[config.mk]
export PLATFORM = sky130hd
export DESIGN_NAME = ps2_rx_ctrl_flat
export DESIGN_NICKNAME = d
export VERILOG_FILES = /design/src/rtl/ps2_rx_ctrl_if.sv /design/src/rtl/ps2_rx_ctrl.sv /design/src/flat_wrapper.sv
export SDC_FILE = /design/constraint.sdc
export NUM_CORES = 1
export LEC_CHECK = 0
export CAP_MARGIN = 5
export CORE_UTILIZATION = 55
export CTS_BUF_LIST = sky130_fd_sc_hd__clkbuf_4 sky130_fd_sc_hd__clkbuf_8
export DETAILED_ROUTE_END_ITERATION = 10
export PLACE_DENSITY = 0.75
export SYNTH_ARGS = -nofsm -noshare
export SYNTH_HDL_FRONTEND = slang
export SYNTH_SLANG_ARGS = --single-unit
[constraint.sdc]
create_clock -name fpgclk -period 5.1 [get_ports fpgclk]
set_input_delay 1.02 -clock fpgclk [delete_from_list [all_inputs] [get_ports fpgclk]]
set_output_delay 1.02 -clock fpgclk [all_outputs]
set_load 0.02 [all_outputs]
[src/rtl/ps2_rx_ctrl_if.sv]
// rtl/ps2_rx_ctrl_if.sv - received-scancode bus from the PS/2 receive controller
// The master drives qualified bytes and frame status. The slave is the scancode consumer.
interface ps2_rx_ctrl_if;
  logic [7:0] data;
  logic       valid;
  logic       brk;
  logic       ext;
  logic       perr;
  logic       ferr;
  logic       busy;
  logic [3:0] bitcnt;

  modport master (
    output data, valid, brk, ext, perr, ferr, busy, bitcnt
  );

  modport slave (
    input data, valid, brk, ext, perr, ferr, busy, bitcnt
  );
endinterface

[src/rtl/ps2_rx_ctrl.sv]
// rtl/ps2_rx_ctrl.sv - PS/2 keyboard receive controller: sync, deglitch, frame capture, E0/F0 folding
// Produces one qualified byte per key event, with brk/ext flags taken from the preceding prefix bytes.
module ps2_rx_ctrl #(
  parameter int TIMEOUT_CYC = 5000,
  parameter int FILTER_LEN  = 4
) (
  input  logic         fpgclk,
  input  logic         rst,
  input  logic         ps2clk,
  input  logic         ps2data,
  ps2_rx_ctrl_if.master rx
);

  localparam logic [1:0] ST_IDLE  = 2'd0;
  localparam logic [1:0] ST_SHIFT = 2'd1;
  localparam logic [1:0] ST_CHECK = 2'd2;

  localparam int              FW       = (FILTER_LEN > 1) ? $clog2(FILTER_LEN) : 1;
  localparam logic [FW-1:0]   FLT_LAST = FW'(FILTER_LEN - 1);
  localparam logic [12:0]     TO_LAST  = 13'(TIMEOUT_CYC - 1);
  localparam logic [7:0]      BYTE_BRK = 8'hF0;
  localparam logic [7:0]      BYTE_EXT = 8'hE0;

  logic          clk_s1_q, clk_s1_d, clk_s2_q, clk_s2_d;
  logic          dat_s1_q, dat_s1_d, dat_s2_q, dat_s2_d;
  logic          filt_q, filt_d;
  logic [FW-1:0] fcnt_q, fcnt_d;
  logic [1:0]    state_q, state_d;
  logic [9:0]    shreg_q, shreg_d;
  logic [3:0]    bitcnt_q, bitcnt_d;
  logic [12:0]   tcnt_q, tcnt_d;
  logic          brk_pend_q, brk_pend_d;
  logic          ext_pend_q, ext_pend_d;
  logic [7:0]    data_q, data_d;
  logic          valid_q, valid_d;
  logic          brk_q, brk_d;
  logic          ext_q, ext_d;
  logic          perr_q, perr_d;
  logic          ferr_q, ferr_d;
  logic          fall;

  always_comb begin
    clk_s1_d   = ps2clk;
    clk_s2_d   = clk_s1_q;
    dat_s1_d   = ps2data;
    dat_s2_d   = dat_s1_q;
    filt_d     = filt_q;
    fcnt_d     = fcnt_q;
    state_d    = state_q;
    shreg_d    = shreg_q;
    bitcnt_d   = bitcnt_q;
    tcnt_d     = tcnt_q;
    brk_pend_d = brk_pend_q;
    ext_pend_d = ext_pend_q;
    data_d     = data_q;
    brk_d      = brk_q;
    ext_d      = ext_q;
    valid_d    = 1'b0;
    perr_d     = 1'b0;
    ferr_d     = 1'b0;

    // The filtered clock flips on the FILTER_LEN-th consecutive sample that disagrees with it.
    if (clk_s2_q == filt_q) begin
      fcnt_d = '0;
    end else if (fcnt_q == FLT_LAST) begin
      filt_d = clk_s2_q;
      fcnt_d = '0;
    end else begin
      fcnt_d = fcnt_q + 1'b1;
    end

    fall = filt_q & ~filt_d;

    case (state_q)
      ST_IDLE: begin
        if (fall && !dat_s2_q) begin
          state_d  = ST_SHIFT;
          bitcnt_d = 4'd0;
          tcnt_d   = 13'd0;
        end
      end

      ST_SHIFT: begin
        if (fall) begin
          shreg_d  = {dat_s2_q, shreg_q[9:1]};
          bitcnt_d = bitcnt_q + 4'd1;
          tcnt_d   = 13'd0;
          if (bitcnt_q == 4'd9) begin
            state_d = ST_CHECK;
          end
        end else if (tcnt_q == TO_LAST) begin
          ferr_d     = 1'b1;
          state_d    = ST_IDLE;
          bitcnt_d   = 4'd0;
          tcnt_d     = 13'd0;
          brk_pend_d = 1'b0;
          ext_pend_d = 1'b0;
        end else begin
          tcnt_d = tcnt_q + 13'd1;
        end
      end

      ST_CHECK: begin
        // shreg holds {stop, parity, byte[7:0]}; any fall event seen here is ignored.
        state_d  = ST_IDLE;
        bitcnt_d = 4'd0;
        if (!shreg_q[9]) begin
          ferr_d     = 1'b1;
          brk_pend_d = 1'b0;
          ext_pend_d = 1'b0;
        end else if (!(^shreg_q[8:0])) begin
          perr_d     = 1'b1;
          brk_pend_d = 1'b0;
          ext_pend_d = 1'b0;
        end else if (shreg_q[7:0] == BYTE_BRK) begin
          brk_pend_d = 1'b1;
        end else if (shreg_q[7:0] == BYTE_EXT) begin
          ext_pend_d = 1'b1;
        end else begin
          valid_d    = 1'b1;
          data_d     = shreg_q[7:0];
          brk_d      = brk_pend_q;
          ext_d      = ext_pend_q;
          brk_pend_d = 1'b0;
          ext_pend_d = 1'b0;
        end
      end

      default: begin
        state_d  = ST_IDLE;
        bitcnt_d = 4'd0;
      end
    endcase
  end

  always_ff @(posedge fpgclk) begin
    if (rst) begin
      clk_s1_q   <= 1'b1;
      clk_s2_q   <= 1'b1;
      dat_s1_q   <= 1'b1;
      dat_s2_q   <= 1'b1;
      filt_q     <= 1'b1;
      fcnt_q     <= '0;
      state_q    <= ST_IDLE;
      shreg_q    <= 10'd0;
      bitcnt_q   <= 4'd0;
      tcnt_q     <= 13'd0;
      brk_pend_q <= 1'b0;
      ext_pend_q <= 1'b0;
      data_q     <= 8'd0;
      valid_q    <= 1'b0;
      brk_q      <= 1'b0;
      ext_q      <= 1'b0;
      perr_q     <= 1'b0;
      ferr_q     <= 1'b0;
    end else begin
      clk_s1_q   <= clk_s1_d;
      clk_s2_q   <= clk_s2_d;
      dat_s1_q   <= dat_s1_d;
      dat_s2_q   <= dat_s2_d;
      filt_q     <= filt_d;
      fcnt_q     <= fcnt_d;
      state_q    <= state_d;
      shreg_q    <= shreg_d;
      bitcnt_q   <= bitcnt_d;
      tcnt_q     <= tcnt_d;
      brk_pend_q <= brk_pend_d;
      ext_pend_q <= ext_pend_d;
      data_q     <= data_d;
      valid_q    <= valid_d;
      brk_q      <= brk_d;
      ext_q      <= ext_d;
      perr_q     <= perr_d;
      ferr_q     <= ferr_d;
    end
  end

  assign rx.data   = data_q;
  assign rx.valid  = valid_q;
  assign rx.brk    = brk_q;
  assign rx.ext    = ext_q;
  assign rx.perr   = perr_q;
  assign rx.ferr   = ferr_q;
  assign rx.busy   = (state_q != ST_IDLE);
  assign rx.bitcnt = bitcnt_q;

endmodule

[src/flat_wrapper.sv]
// flat-port wrapper written by rule: the top's interface ports become plain ports
module ps2_rx_ctrl_flat 
#(
  parameter int TIMEOUT_CYC = 5000,
  parameter int FILTER_LEN  = 4
)
  (fpgclk, rst, ps2clk, ps2data, rx_data, rx_valid, rx_brk, rx_ext, rx_perr, rx_ferr, rx_busy, rx_bitcnt);
  ps2_rx_ctrl_if rx_i ();
  input  logic fpgclk;
  input  logic rst;
  input  logic ps2clk;
  input  logic ps2data;
  output wire logic [$bits(rx_i.data)-1:0] rx_data;
  output wire logic [$bits(rx_i.valid)-1:0] rx_valid;
  output wire logic [$bits(rx_i.brk)-1:0] rx_brk;
  output wire logic [$bits(rx_i.ext)-1:0] rx_ext;
  output wire logic [$bits(rx_i.perr)-1:0] rx_perr;
  output wire logic [$bits(rx_i.ferr)-1:0] rx_ferr;
  output wire logic [$bits(rx_i.busy)-1:0] rx_busy;
  output wire logic [$bits(rx_i.bitcnt)-1:0] rx_bitcnt;
  assign rx_data = rx_i.data;
  assign rx_valid = rx_i.valid;
  assign rx_brk = rx_i.brk;
  assign rx_ext = rx_i.ext;
  assign rx_perr = rx_i.perr;
  assign rx_ferr = rx_i.ferr;
  assign rx_busy = rx_i.busy;
  assign rx_bitcnt = rx_i.bitcnt;
  ps2_rx_ctrl #(.TIMEOUT_CYC(TIMEOUT_CYC), .FILTER_LEN(FILTER_LEN)) u_core (.fpgclk(fpgclk), .rst(rst), .ps2clk(ps2clk), .ps2data(ps2data), .rx(rx_i));
endmodule
* Word-level counts from Yosys, hierarchy flattened
Index checks and enable logic that the tools add are counted.
** Operators by class
- Multiplexer cells :: 33
- Bitwise logic cells :: 7
- Reduce and logical (&&, ||, !) cells :: 17
- Add/sub/neg operators :: 3
- Equality and inequality tests :: 15
** Operators with widths (count)
- 2-to-1 mux 13 bit :: 3
- case mux 13 bit (2 select lines) :: 1
- 2-to-1 mux 1 bit :: 17
- == test 8 bit (second input constant) :: 2
- adder 13 x 1 -> 13 bit (second input constant) :: 1
- == test 13 bit (second input constant) :: 1
- 2-to-1 mux 4 bit :: 3
- parity 9 bit :: 1
- 2-to-1 mux 2 bit :: 4
- case mux 4 bit (2 select lines) :: 1
- AND reduction 4 bit :: 2
- NOT 1 bit :: 6
- case mux 1 bit (2 select lines) :: 3
- AND reduction 2 bit :: 3
- nonzero test 2 bit :: 3
- OR reduction 3 bit :: 2
- != test 5 bit (second input constant) :: 1
- AND reduction 5 bit :: 1
- OR reduction 5 bit :: 1
- adder 4 x 1 -> 4 bit (second input constant) :: 1
- == test 2 bit (second input constant) :: 2
- == test 4 bit (second input constant) :: 1
- != test 2 x 1 -> 1 bit (second input constant) :: 2
- != test 4 bit (second input constant) :: 1
- 12 further kinds :: 12
** Word-level totals
- Bits of input ports :: 4
- Bits in registers :: 51
- Output and inout port bits :: 18
- Logic and storage cells :: 93

* Logic depth before layout (Yosys ltp)
Gate-level depths: netlist of run 1.
- Word-level depth :: 8
- Depth in mapped cells :: 8
- Mapped depth without buffers :: 7

* Least setup slack after synthesis of run 1
Ideal clock, no wire load.
- Path kind :: flip-flop to flip-flop
- Start :: reg u_core.shreg_q[6]
- End :: reg u_core.brk_pend_q
- Setup time :: 87 ps
- Slack :: 3031 ps
- Buffers on the path :: 0
- Data arrival time :: 1982 ps
- Clock period less this slack :: 2069 ps
- Stages on the path, launching flop included :: 7
- Required time :: 5013 ps
- Cells stage by stage :: dfxtp_1 > ha_1 > xnor3_2 > xnor2_1 > or4_4 > a211o_1 > o31ai_1
** On the way
- Longest elaborated chain between the ends :: 5
- Elaborated cells on any way between the ends :: 9
- Classes of those cells :: eq/ne: 3; mux: 4; reduce/logical: 2
** Ends and longest elaborated chain
- start, declared :: RTL line ps2_rx_ctrl.sv:29 : logic [9:0] shreg_q, shreg_d;
- start signal, assigned :: RTL line ps2_rx_ctrl.sv:164 : shreg_q <= shreg_d;
- == test 8 bit :: RTL line ps2_rx_ctrl.sv:115 : end else if (shreg_q[7:0] == BYTE_BRK) begin
- 2-to-1 mux 1 bit :: RTL line ps2_rx_ctrl.sv:115
- 2-to-1 mux 1 bit :: RTL line ps2_rx_ctrl.sv:111 : end else if (!(^shreg_q[8:0])) begin
- 2-to-1 mux 1 bit :: RTL line ps2_rx_ctrl.sv:107 : if (!shreg_q[9]) begin
- case mux 1 bit (2 select lines) :: RTL line ps2_rx_ctrl.sv:74 : case (state_q)
- end signal, assigned :: RTL line ps2_rx_ctrl.sv:167 : brk_pend_q <= brk_pend_d;
- end, declared :: RTL line ps2_rx_ctrl.sv:32 : logic brk_pend_q, brk_pend_d;
Several ways; a longest one is shown, not always the timed one.
A chain may end at the register's enable or synchronous reset.

* Worst setup path after layout of run 1
- Start :: reg u_core.state_q[0]
- End :: out rx_busy
** On the way
- Longest elaborated chain between the ends :: 1
** Ends and longest elaborated chain
- start, declared :: RTL line ps2_rx_ctrl.sv:28 : logic [1:0] state_q, state_d;
- start signal, assigned :: RTL line ps2_rx_ctrl.sv:163 : state_q <= state_d;
- nonzero test 2 bit :: RTL line ps2_rx_ctrl.sv:184 : assign rx.busy = (state_q != ST_IDLE);
- end, declared :: RTL line flat_wrapper.sv:19 : output wire logic [$bits(rx_i.busy)-1:0] rx_busy;
Every way passes these cells.

==> results.toml, run 1 <==
[placed_design]
dpl_cell_area_mm2 = 0.00254
placedCellCount = 324
preCtsSetupSlack_ps = 2540
dp_hpwl_mm = 2.74
place_congestion = 0.796
io_buffers = 21

[pwr]
clockPowerShare_pct = 39.8
p_int_uw = 554
ir_drop_mv = 0.145
seqPwrFrac_pct = 57.3
p_switching_uw = 147
combPwrFrac_pct = 2.9
p_leak_uw = 0.000882
switching_share_pct = 20.9
p_per_area_mw_per_mm2 = 264

[timing]
post-route-min-period_ps = 2710
setup_ws_ps = 2390
skew_ps = 4.45
clock.fmax_mhz = 369
holdWs_ps = 427
slew_viol_final = 0
worst_pin_slew_ps = 1010
rsz0062_at_grt = "false"
tns_ps = 0
finalHoldViolations = 0
finalSetupViolations = 0
worst_slew_margin_rel_pct = 32.4
fin_crit_sh_pct = 53.1

[job]
maxCapViolCount = 0

[worst_setup_path]
cpMaxStageDelayCell = "clkdlybuf4s50_1"
endpoint_kind = "output port"
crit_type = "reg -> out"
critPathRequiredTime_ps = 4080
worst_ep_arrival_time_ps = 1690
max_stage_delay_ps = 600
startpoint_type = "flip-flop"
cp_max_fo = 5
path_cells = "inv_1 > ha_1 > inv_1 > clkdlybuf4s50_1"
path_common_cell = "inv_1"

[cts]
cts_tree = "built"
h-tree-depth = 2
hold_buffers = 0
clk_pin_slew_ps = 90
post-cts-setup-buffers = 0
cts_buffer_depth = 2
cts.root.buffer_cell = "clkbuf_8"
clk_latency_ps = 300
cts.repair.resized = 0
clock-sinks = 51
numCtsBuffers = 5

[layout]
layout.nets = 297
seq_area_mm2 = 0.00102
multi_input_area_mm2 = 0.00118
syn_to_final_growth_pct = 15.4
stdcell_count = 332
antenna_cells = 0
nFillCells = 360
final_area_mm2 = 0.00265
drive_above_1_share_pct = 6.38

[drt]
firstDrtPassIters = 4
drc = 0
via_count = 1773
wl_per_cell_um = 12.1
ant_nets = 0
drt-initial-drc-count = 108
routed_wl_mm = 4.01
routed_via_density = 5.34

[yosys]
async_flop_share_pct = 0
yosys_register_bits = 51
ys.flop_type = "dfxtp_1"
ys_seq_area_share_pct = 44.5
ys_types = 40
yosys_warnings = 0
syn_avg_cell_area_um2 = 8.79
synth_nets = 277
synth_area_mm2 = 0.00229
syn_inst = 261
synth_edf_count = 0

[floorplan]
num_io_pins = 22
die_h_um = 66.6
die_area_mm2 = 0.00443
fp.dieW_um = 66.6
rows = 23
start_util_pct = 57.4
coreArea_mm2 = 0.00400

[min_path]
hold_class = "reg -> reg"

[grt]
grt_pass1_vias = 1555
antenna_found_initial = 0
gr-total-overflow = 0
grt_start_max_net_pins = 44
grt_usage_pct = 20.5
grt_pass1_wl_mm = 6.89

[outcome]
status = "finished clean"
[layer usage]
layer / share of wire, % / global-route usage, % / vias to the layer above
li1: - / - / 918
met1: 51 / 27.3 / 810
met2: 44 / 30.4 / 38
met3: 3.8 / 5.82 / 7
met4: 1.9 / 9.04 / 0
met5: 0 / 0 / -
[stage by stage]
step                      total power [uW]  util [%]
after floorplan                        424         -
after global placement                 430      63.4
after detailed placement               430      63.4
after CTS                              708      66.2
after global routing                   727      66.2
final                                  700      66.2
[cell usage after synthesis, types with 2 or more instances]
| cell type | count | share of area, % |
|---|---|---|
| a21oi_1 | 18 | 3.9 |
| or3_1 | 3 | 0.82 |
| ha_1 | 12 | 6.5 |
| o31ai_1 | 2 | 0.65 |
| nor2b_1 | 2 | 0.55 |
| nand2_1 | 34 | 5.6 |
| clkbuf_1 | 6 | 0.98 |
| o21ai_0 | 3 | 0.65 |
| inv_1 | 15 | 2.5 |
| and4_1 | 2 | 0.76 |
| or2_2 | 4 | 1.1 |
| nor4_1 | 3 | 0.82 |
| nand3b_1 | 3 | 0.98 |
| nor3b_1 | 3 | 0.98 |
| dfxtp_1 | 51 | 44 |
| nand3_1 | 7 | 1.5 |
| nand4_1 | 2 | 0.55 |
| mux2i_1 | 11 | 4.8 |
| nand4b_1 | 2 | 0.76 |
| nand2b_1 | 3 | 0.82 |
| nor3_1 | 10 | 2.2 |
| a211o_1 | 3 | 1.1 |
| nor2_1 | 32 | 5.2 |
| xnor2_1 | 13 | 5.0 |
| buf_2 | 2 | 0.44 |
[power by group through the flow]
stage / clock, uW / combinational [uW] / sequential, uW
6_report: 279 / 20.1 / 401
5_1_grt: 303 / 22.3 / 402
4_1_cts: 286 / 20.1 / 401
3_5_place_dp: 0 / 19.8 / 411
3_3_place_gp: 0 / 19.8 / 411
2_1_floorplan: 0 / 14.3 / 410
[logic make-up after synthesis]
kind of cell | synth area share [%]
xor gates and xnor gates | 6.71
and+or+nand+nor | 24.8
DFF | 44.5
adders and majority gates | 6.54
AOI/OAI and AO/OA | 8.34
buffers and inverters | 4.36
muxes | 4.80
[worst max-delay path, delay by kind of cell, from the launching register on]
family	cells	cell delay [ps]
buf+inv	3	770
flops	1	370
fa+ha+maj	1	260
[sequential cells by signal (all words and copies together), names as in the netlist, 2 cells and up]
signal	flops
u_core.rx.bitcnt	4
u_core.state_q	2
u_core.shreg_q	10
u_core.fcnt_q	2
u_core.tcnt_q	13
u_core.rx.data	8
[cell usage in the layout, fill, tap and decap left out, drive strengths merged, types with 2 or more instances in the layout]
master	synthesis	layout
dfxtp	51	51
nand2	34	34
nor2	32	32
clkdlybuf4s50	0	21
a21oi	18	18
inv	15	15
xnor2	13	13
ha	12	12
mux2i	11	11
nor3	10	10
nand3	7	7
clkbuf	6	5
or2	4	4
o21ai	4	4
nand3b	3	3
nand2b	3	3
or3	3	3
nor3b	3	3
a211o	3	3
nor4	3	3
and4	2	2
nand4b	2	2
nor2b	2	2
nand4	2	2
o31ai	2	2
clkinv	0	2
[worst paths after layout]
kind	start	end	slack, ps	depth (start not counted)
max reg2reg	u_core.shreg_q[6]$_SDFFE_PP0P_	u_core.rx.data[4]$_SDFFE_PP0P_	2570	6
min	u_core.fcnt_q[0]$_SDFF_PP0_	u_core.fcnt_q[0]$_SDFF_PP0_	430	1
min reg2reg	u_core.fcnt_q[0]$_SDFF_PP0_	u_core.fcnt_q[0]$_SDFF_PP0_	430	1
max	u_core.state_q[0]$_SDFFE_PP0P_	rx_busy	2390	4
[cell type report]
class | instances | area share (%)
clock buffer | 5 | 2.60
inverter | 15 | 2.13
multi-input combinational | 186 | 44.5
sequential | 51 | 38.5
timing repair buffer | 22 | 8.22
clock inverter | 3 | 1.65
tap | 50 | 2.36
No activity file was read; power rests on OpenSTA's default activity.
==> inputs of run 2 (changes only) <==
Clock period 5.1 ns to 2.5 ns, I/O delays scaled along.
==> run 2 against run 1 <==
  * Final area is 1.6% higher
  * Largest cell class unchanged
  * Highest routed layer unchanged
  * Flip-flop and latch count stayed put
  * Clock skew is 2.1 ps higher
  * Critical path depth is 2 higher
  * Die area stayed put
  * Non-clock buffer count is 5 higher
  * Sequential power is 100% higher
  * Largest power group unchanged
  * Hold slack worse by 14 ps
  * Sequential share of layout area is 0.61 points lower
  * Clock-buffer cell count is 1 higher
==> results.toml, run 2 (same netlist as run 1, synthesis figures left out) <==
[grt]
grt_start_max_net_pins = 23
gr-total-overflow = 0
grt_usage_pct = 20.6
grt_pass1_wl_mm = 6.96
grt_pass1_vias = 1539
antenna_found_initial = 0

[worst_setup_path]
path_buf_inv = 0
crit_type = "reg -> reg"
worst_ep_arrival_time_ps = 2420
critPathRequiredTime_ps = 2720
cp_top_family = "XOR/XNOR gates"
startpoint_type = "flip-flop"
cpMaxStageDelayCell = "or4_4"
cp_max_fo = 5
path_cells = "ha_1 > xnor3_2 > xnor2_1 > or4_4 > a211o_1 > o31ai_1"
endpoint_kind = "flip-flop"
max_stage_delay_ps = 550

[drt]
routed_wl_mm = 4.12
wl_per_cell_um = 12.2
ant_nets = 0
firstDrtPassIters = 4
drc = 0
routed_via_density = 5.21
drt-initial-drc-count = 125
via_count = 1757

[cts]
hold_buffers = 0
cts_tree = "built"
numCtsBuffers = 5
h-tree-depth = 2
clock-sinks = 51
clk_latency_ps = 300
clk_pin_slew_ps = 90
cts_buffer_depth = 2
cts.root.buffer_cell = "clkbuf_8"
post-cts-setup-buffers = 0
cts.repair.resized = 0

[timing]
slew_viol_final = 0
rsz0062_at_grt = "false"
worst_pin_slew_ps = 570
tns_ps = 0
finalHoldViolations = 0
finalSetupViolations = 0
fin_crit_sh_pct = 87.9
clock.fmax_mhz = 455
post-route-min-period_ps = 2200
worst_slew_margin_rel_pct = 62.0
skew_ps = 6.60

[floorplan]
die_area_mm2 = 0.00443
start_util_pct = 57.4
coreArea_mm2 = 0.00400
fp.dieW_um = 66.6
die_h_um = 66.6
num_io_pins = 22
rows = 23

[layout]
antenna_cells = 0
finish.utilization_pct = 67.3
drive_above_1_share_pct = 8.01
final_cell_mix = "dfxtp_1, nand2_1, nor2_1"
largest_reg_flops = 13
syn_to_final_growth_pct = 17.3
regMostFlops = "u_core.tcnt_q"
layout.nets = 302
final_common_cell = "dfxtp_1"

[pwr]
ir_drop_mv = 0.360
p_per_area_mw_per_mm2 = 538
p_leak_uw = 0.000910

[placed_design]
io_buffers = 21
place_congestion = 0.793
dp_hpwl_mm = 2.93

[outcome]
status = "finished clean"

[min_path]
hold_class = "reg -> reg"

[job]
maxCapViolCount = 0
-- run 2: worst reg2reg max path, cell delays in order (launching register included) --
cell     delay (ps)
dfxtp_1         340
ha_1            320
xnor3_2         380
xnor2_1         200
or4_4           550
a211o_1         270
o31ai_1          60
-- run 2: final timing paths --
check	startpoint	end	slack, ps	depth (start not counted)
setup / recovery	u_core.shreg_q[6]$_SDFFE_PP0P_	u_core.brk_pend_q$_SDFFE_PP0P_	300	6
hold / removal	u_core.dat_s1_q$_SDFF_PP1_	u_core.dat_s2_q$_SDFF_PP1_	410	1
setup reg to reg	u_core.shreg_q[6]$_SDFFE_PP0P_	u_core.brk_pend_q$_SDFFE_PP0P_	300	6
hold reg to reg	u_core.dat_s1_q$_SDFF_PP1_	u_core.dat_s2_q$_SDFF_PP1_	410	1
-- run 2: layout make-up --
cell class / instances / area [um^2]
Fill cell: 341 / 1310
Multi-Input combinational cell: 186 / 1180
Sequential cell: 51 / 1020
Timing Repair Buffer: 27 / 255
Clock buffer: 6 / 82.6
Tap cell: 50 / 62.6
Inverter: 15 / 56.3
Clock inverter: 2 / 35.0
-- run 2: metrics by stage --
step	setup slack (ps)	total power, uW	area (um^2)	instances	hold slack (ps)
floorplan	431	866	2290	261	389
global placement	354	881	2570	329	404
detailed placement	346	881	2570	329	403
CTS	285	1470	2690	337	422
global route	191	1500	2690	337	426
finish	303	1450	2690	337	413
-- run 2: report_power, final --
group / switching [uW] / internal [uW] / total (uW)
registers: 2.66 / 816 / 818
logic: 25.6 / 17.6 / 43.2
clock network: 263 / 324 / 587
total: 291 / 1160 / 1450
-- run 2: metal layers --
layer,track usage (%),part of all wire (%)
met1,29.1,51
met2,30.9,43
met3,4.11,4.2
met4,7.18,0.99
met5,0,0
==> inputs of run 3 (changes only) <==
Settings changed: CAP_MARGIN 5 to unset.
==> results of run 3 <==
No change in the layout: final DEF, timing and power equal those of run 2.
==> patch 1, RTL diff (settings of run 1) <==
Make the reset (`rst`) asynchronous in one clocked block.
--- a/src/rtl/ps2_rx_ctrl.sv
+++ b/src/rtl/ps2_rx_ctrl.sv
@@ -135,3 +135,3 @@
 
-  always_ff @(posedge fpgclk) begin
+  always_ff @(posedge fpgclk or posedge rst) begin
     if (rst) begin
Behaviour: differs if rst is asserted again (counterexample within 10 cycles, from zero or initial values and one cycle with rst high); with rst held inactive, the same outputs for 10 cycles.
==> patch 1 against run 1 <==
Synthesized area is 4.4% higher; final area up 4.8%; highest routed layer unchanged; cell count decreased by 15%; setup slack improved by 0.0091 ns; first-iteration DRC count down 38%; critical path type unchanged; sequential cell count is the same; routed wire length increased by 3.7%.
Power is not compared: it rests on default switching activity, and its combinational part moved more than twofold at a synthesized area within 25%.
==> patch 1: results (changes against run 1) <==
Run status
  – Status: complete, no violations

STA
  – Slew margin rel.: 33.0% (+0.66 points)
  – Clk_skew: 0.00801 ns (+0.00356 ns)

Finish
  – Share of cells above drive strength 1: 9.44% (+3.1 points)
  – Number of flip-flops in the largest register: 13 (unchanged)
  – Final Net Count: 248 (-16%)

Yosys
  – Post-synthesis compound-gate area fraction: 7.89% (-0.45 points)
  – Largest cells by area after synthesis: dfrtp_1 (48%), mux2_1 (7.5%), ha_1 (6.3%), dfstp_2 (5.5%), xnor2_1 (2.9%)
  – Synth Area in Adders: 6.27% (-0.27 points)
  – Synth unique cells: 41 (+2.5%)
  – Seq/Total Area, Yosys: 53.6% (+9.1 points)
  – Synth Area in XOR/XNOR: 5.69% (-1.0 points)
  – Synthesized Nets: 223 (-19%)
  – Asr flop ratio synth: 100% (+100 points)
  – Average cell area after synthesis: 11.6 µm² (+32%)
  – Mux contribution to synthesized area: 8.46% (+3.7 points)
  – Most frequent cells after synthesis: dfrtp_1 (46), mux2_1 (16), nor2_1 (15), nand2_1 (14), inv_1 (13)

Worst hold path
  – Hold_sp: u_core.dat_s1_q$_DFF_PP1_
  – Min-Delay Endpoint: u_core.dat_s2_q$_DFF_PP1_

Drt
  – Vias per cell: 5.62 (+5.3%)
  – Drt total wl: 4160 µm (+3.7%)

Worst setup path
  – R2R Setup Slk: 2.86 ns (+0.29 ns)
  – Crit Reg-Reg Startpoint: u_core.tcnt_q[5]$_DFFE_PP0P_
  – Critical R2R Capture: u_core.tcnt_q[4]$_DFFE_PP0P_
  – Reg2Reg Depth: 4 (-2)

Placement
  – Worst slack, placed: 2.74 ns (+0.198 ns)
  – Gp weighted congestion: 0.857 (+7.7%)
  – Final HPWL DP: 3040 µm (+11%)
  – Placed inst area: 0.00266 mm² (+4.8%)
  – Placed cell count: 275 (-15%)

Pwr
  – Power Total: 925 µW

Clock network
  – Clk slew on worst S/H paths: 0.08 ns

Global routing
  – First-pass GRT wire length: 6880 µm (-0.20%)
  – Largest net degree at the start of global routing: 52 (+18%)
  – Total GRT Usage: 20.5% (+0.037 points)
## patch 1: changes by cell type after synthesis, sizes merged, moves of 4 or more
cell,run 1,this run
dfrtp,0,46
o21ai,4,10
nor3,10,6
dfstp,0,5
dfxtp,51,0
xor2,1,5
nor2,32,15
nand2,34,14
a21oi,18,4
mux2i,11,0
xnor2,13,8
or2,4,0
mux2,0,18
## patch 1: metal layers
metal | vias up | global-route usage [%] | part of all wire, %
li1 | 766 | - | -
met1 | 782 | 24.3 | 45
met2 | 34 | 35.3 | 50
met3 | 9 | 4.00 | 3.8
met4 | 0 | 10.2 | 1.9
met5 | - | 0 | 0
## patch 1: cells by family after synthesis
group	count (synthesis)
AO/OA/AOI/OAI	27
XOR/XNOR	14
adder cells (fa/ha/maj)	12
buffers and inverters	17
flip-flops	51
multiplexers	18
AND/OR/NAND/NOR	68
## patch 1: how the worst max path moves through the flow
stage               depth (start not counted)                       endpoint  slack, ns                     startpoint
finish                                      4                        rx_busy       2.40  u_core.state_q[0]$_DFFE_PP0P_
CTS                                         4                        rx_busy       2.39  u_core.state_q[0]$_DFFE_PP0P_
global route                                4                        rx_busy       2.33  u_core.state_q[1]$_DFFE_PP0P_
floorplan                                   1  u_core.brk_pend_q$_DFFE_PP0P_       2.86                            rst
global placement                            4                        rx_busy       2.77  u_core.state_q[0]$_DFFE_PP0P_
detailed placement                          4                        rx_busy       2.74  u_core.state_q[1]$_DFFE_PP0P_
## patch 1: area by class of cell
| type | instances | area (µm²) |
|---|---|---|
| well taps | 50 | 62.6 |
| clock buffers | 6 | 82.6 |
| flip-flops and latches | 51 | 1280 |
| inverters | 13 | 48.8 |
| clock inverters | 2 | 35.0 |
| fillers | 306 | 1310 |
| multi-input cells | 139 | 1050 |
| repair buffers | 22 | 218 |
==> patch 2, RTL diff (config.mk and constraints of run 1) <==
Without the edit above. `FILTER_LEN` is set to 4 in 2 places; all go to 8.
--- a/src/rtl/ps2_rx_ctrl.sv
+++ b/src/rtl/ps2_rx_ctrl.sv
@@ -4,3 +4,3 @@
   parameter int TIMEOUT_CYC = 5000,
-  parameter int FILTER_LEN  = 4
+  parameter int FILTER_LEN  = 8
 ) (
--- a/src/flat_wrapper.sv
+++ b/src/flat_wrapper.sv
@@ -4,3 +4,3 @@
   parameter int TIMEOUT_CYC = 5000,
-  parameter int FILTER_LEN  = 4
+  parameter int FILTER_LEN  = 8
 )
Function: changed (a bounded check fails within 10 cycles, from zero or initial values and one cycle with rst high).
==> patch 2 against run 1 <==
Synthesized area grew 2.9%; synthesized cell count down 1.1%; combinational power decreased by 42%; power decreased by 5.5%; count of clock-buffer cells in the layout increased by 1; global-route usage decreased by 0.63 points; register-to-register slack improved by 0.02 ns; routed wire length rose by 1.9%; sequential cell count rose by 1; setup slack got worse by 0.015 ns; via count shrank 1.7%; final area increased by 1.6%.
==> patch 2: results (changes against run 1) <==
Run status
  – Status: complete, no violations

Yosys
  – Synth unique cells: 46 (+15%)
  – Largest cells by area after synthesis: dfxtp_1 (44%), ha_1 (6.9%), mux2i_1 (5.9%), nor2_1 (5.4%), xnor2_1 (4.8%)
  – Synthesized Nets: 275 (-0.72%)
  – Synth Area in Adders: 6.89% (+0.34 points)
  – Main synth FF type: dfxtp_1
  – Synth Area in XOR/XNOR: 6.83% (+0.13 points)
  – YS warnings: 0 (unchanged)
  – Seq/Total Area, Yosys: 44.1% (-0.43 points)
  – Most frequent cells after synthesis: dfxtp_1 (52), nor2_1 (34), nand2_1 (28), a21oi_1 (14), mux2i_1 (14)
  – Mux contribution to synthesized area: 5.93% (+1.1 points)
  – Post-synthesis compound-gate area fraction: 7.31% (-1.0 points)

Worst setup path
  – Crit Reg-Reg Startpoint: u_core.shreg_q[4]$_SDFFE_PP0P_
  – R2R Setup Slk: 2.59 ns (+0.02 ns)
  – WP data arrival: 1.70 ns
  – Reg2Reg Depth: 7 (+1)
  – CP Max Fanout: 6 (+1)
  – Critical R2R Capture: u_core.rx.data[2]$_SDFFE_PP0P_

Drt
  – Vias per cell: 5.29 (-0.85%)
  – Initial DRC Count: 68 (-37%)
  – Drt total wl: 4080 µm (+1.9%)

Global routing
  – Largest net degree at the start of global routing: 43 (-2.3%)
  – Number of global-route vias before repair: 1,515 (-2.6%)
  – Total GRT Usage: 19.9% (-0.63 points)
  – First-pass GRT wire length: 6660 µm (-3.4%)

STA
  – Slew margin rel.: 39.9% (+7.5 points)
  – Clk_skew: 0.00921 ns (+0.00476 ns)
  – Hold WS: 0.416 ns (-0.0110 ns)

Pwr
  – VDD IR max: 0.000176 V (+21%)
  – Switching power share of the total: 21.3% (+0.37 points)
  – Lkg Pwr: 0.000949 µW (+7.6%)

Placement
  – Worst slack, placed: 2.51 ns (-0.0322 ns)
  – Port Buffers: 21 (unchanged)
  – Placed inst area: 0.00260 mm² (+2.4%)
  – Final HPWL DP: 2720 µm (-0.74%)
  – Gp weighted congestion: 0.767 (-3.6%)

Finish
  – Final Net Count: 295 (-0.67%)
  – Filler Cell Count: 341 (-5.3%)
  – Reg with most FFs: u_core.tcnt_q
  – Share of cells above drive strength 1: 7.17% (+0.79 points)
  – Antenna cells: 0 (unchanged)

Worst hold path
  – Hold_sp: u_core.clk_s1_q$_SDFF_PP1_
  – Worst min path class: reg -> reg
  – Min-Delay Endpoint: u_core.clk_s2_q$_SDFF_PP1_

Clock network
  – # resized after CTS: 0 (unchanged)
  – CTS buffer count: 5 (unchanged)
  – Clk slew on worst S/H paths: 0.08 ns
  – Maximum root-to-sink buffer count: 2 (unchanged)
  – Post-CTS Repair Setup Buffers: 0 (unchanged)
## patch 2: cell count changes in the layout (fill, tap and decap cells not counted), moves of 3 or more
cell	delta
a21oi_1	-4
or3_1	-3
inv_1	-4
mux2i_1	+3
nand2_1	-6
## patch 2: cell families after synthesis
kind of cell	count (synthesis)
multiplexers	14
AO/OA/AOI/OAI	28
AND/OR/NAND/NOR	114
buffers and inverters	21
adder cells (fa/ha/maj)	13
flip-flops	52
XOR/XNOR	16
## patch 2: final cells by class
cell class	instances	share of cell area, %
tap	50	2.33
timing repair buffer	23	8.37
multi-input combinational	185	45.6
sequential	52	38.7
clock buffer	6	3.07
inverter	11	1.53
clock inverter	2	0.372
## patch 2: power groups by stage
stage	clock network, µW	registers [µW]	logic (µW)
after floorplan	0	417	8.67
after global placement	0	418	11.8
after detailed placement	0	418	11.9
after CTS	249	409	12.0
after global routing	264	409	13.1
final	241	408	11.7
## patch 2: worst max-delay path: stages (launching register included)
cell	delay (ns)
dfxtp_1	0.37
inv_1	0.08
ha_1	0.28
inv_1	0.08
clkdlybuf4s50_1	0.59
## patch 2: metal layers
metal / part of all wire (%) / up-vias / global-route usage [%] / wire length [µm]
met4: 2.3 / 0 / 10.6 / 94
met2: 43 / 30 / 30.1 / 1750
met5: 0 / - / 0 / 0
li1: - / 911 / - / -
met1: 51 / 793 / 25.2 / 2090
met3: 3.8 / 8 / 5.91 / 156
## patch 2: per-stage QoR
stage,util (%),std cells
after global routing,66.3,329
after global placement,64.0,321
after floorplan,-,258
final,66.3,329
after detailed placement,64.0,321
after CTS,66.3,329
## patch 2: worst max path at each step
stage	from	end	slack, ns
floorplan	u_core.shreg_q[4]$_SDFFE_PP0P_	u_core.rx.brk$_SDFFE_PP0P_	3.05
global placement	rst	u_core.tcnt_q[10]$_SDFFE_PP0P_	2.55
detailed placement	rst	u_core.tcnt_q[5]$_SDFFE_PP0P_	2.51
CTS	u_core.state_q[0]$_SDFFE_PP0P_	rx_busy	2.37
global route	u_core.state_q[0]$_SDFFE_PP0P_	rx_busy	2.30
finish	u_core.state_q[0]$_SDFFE_PP0P_	rx_busy	2.38
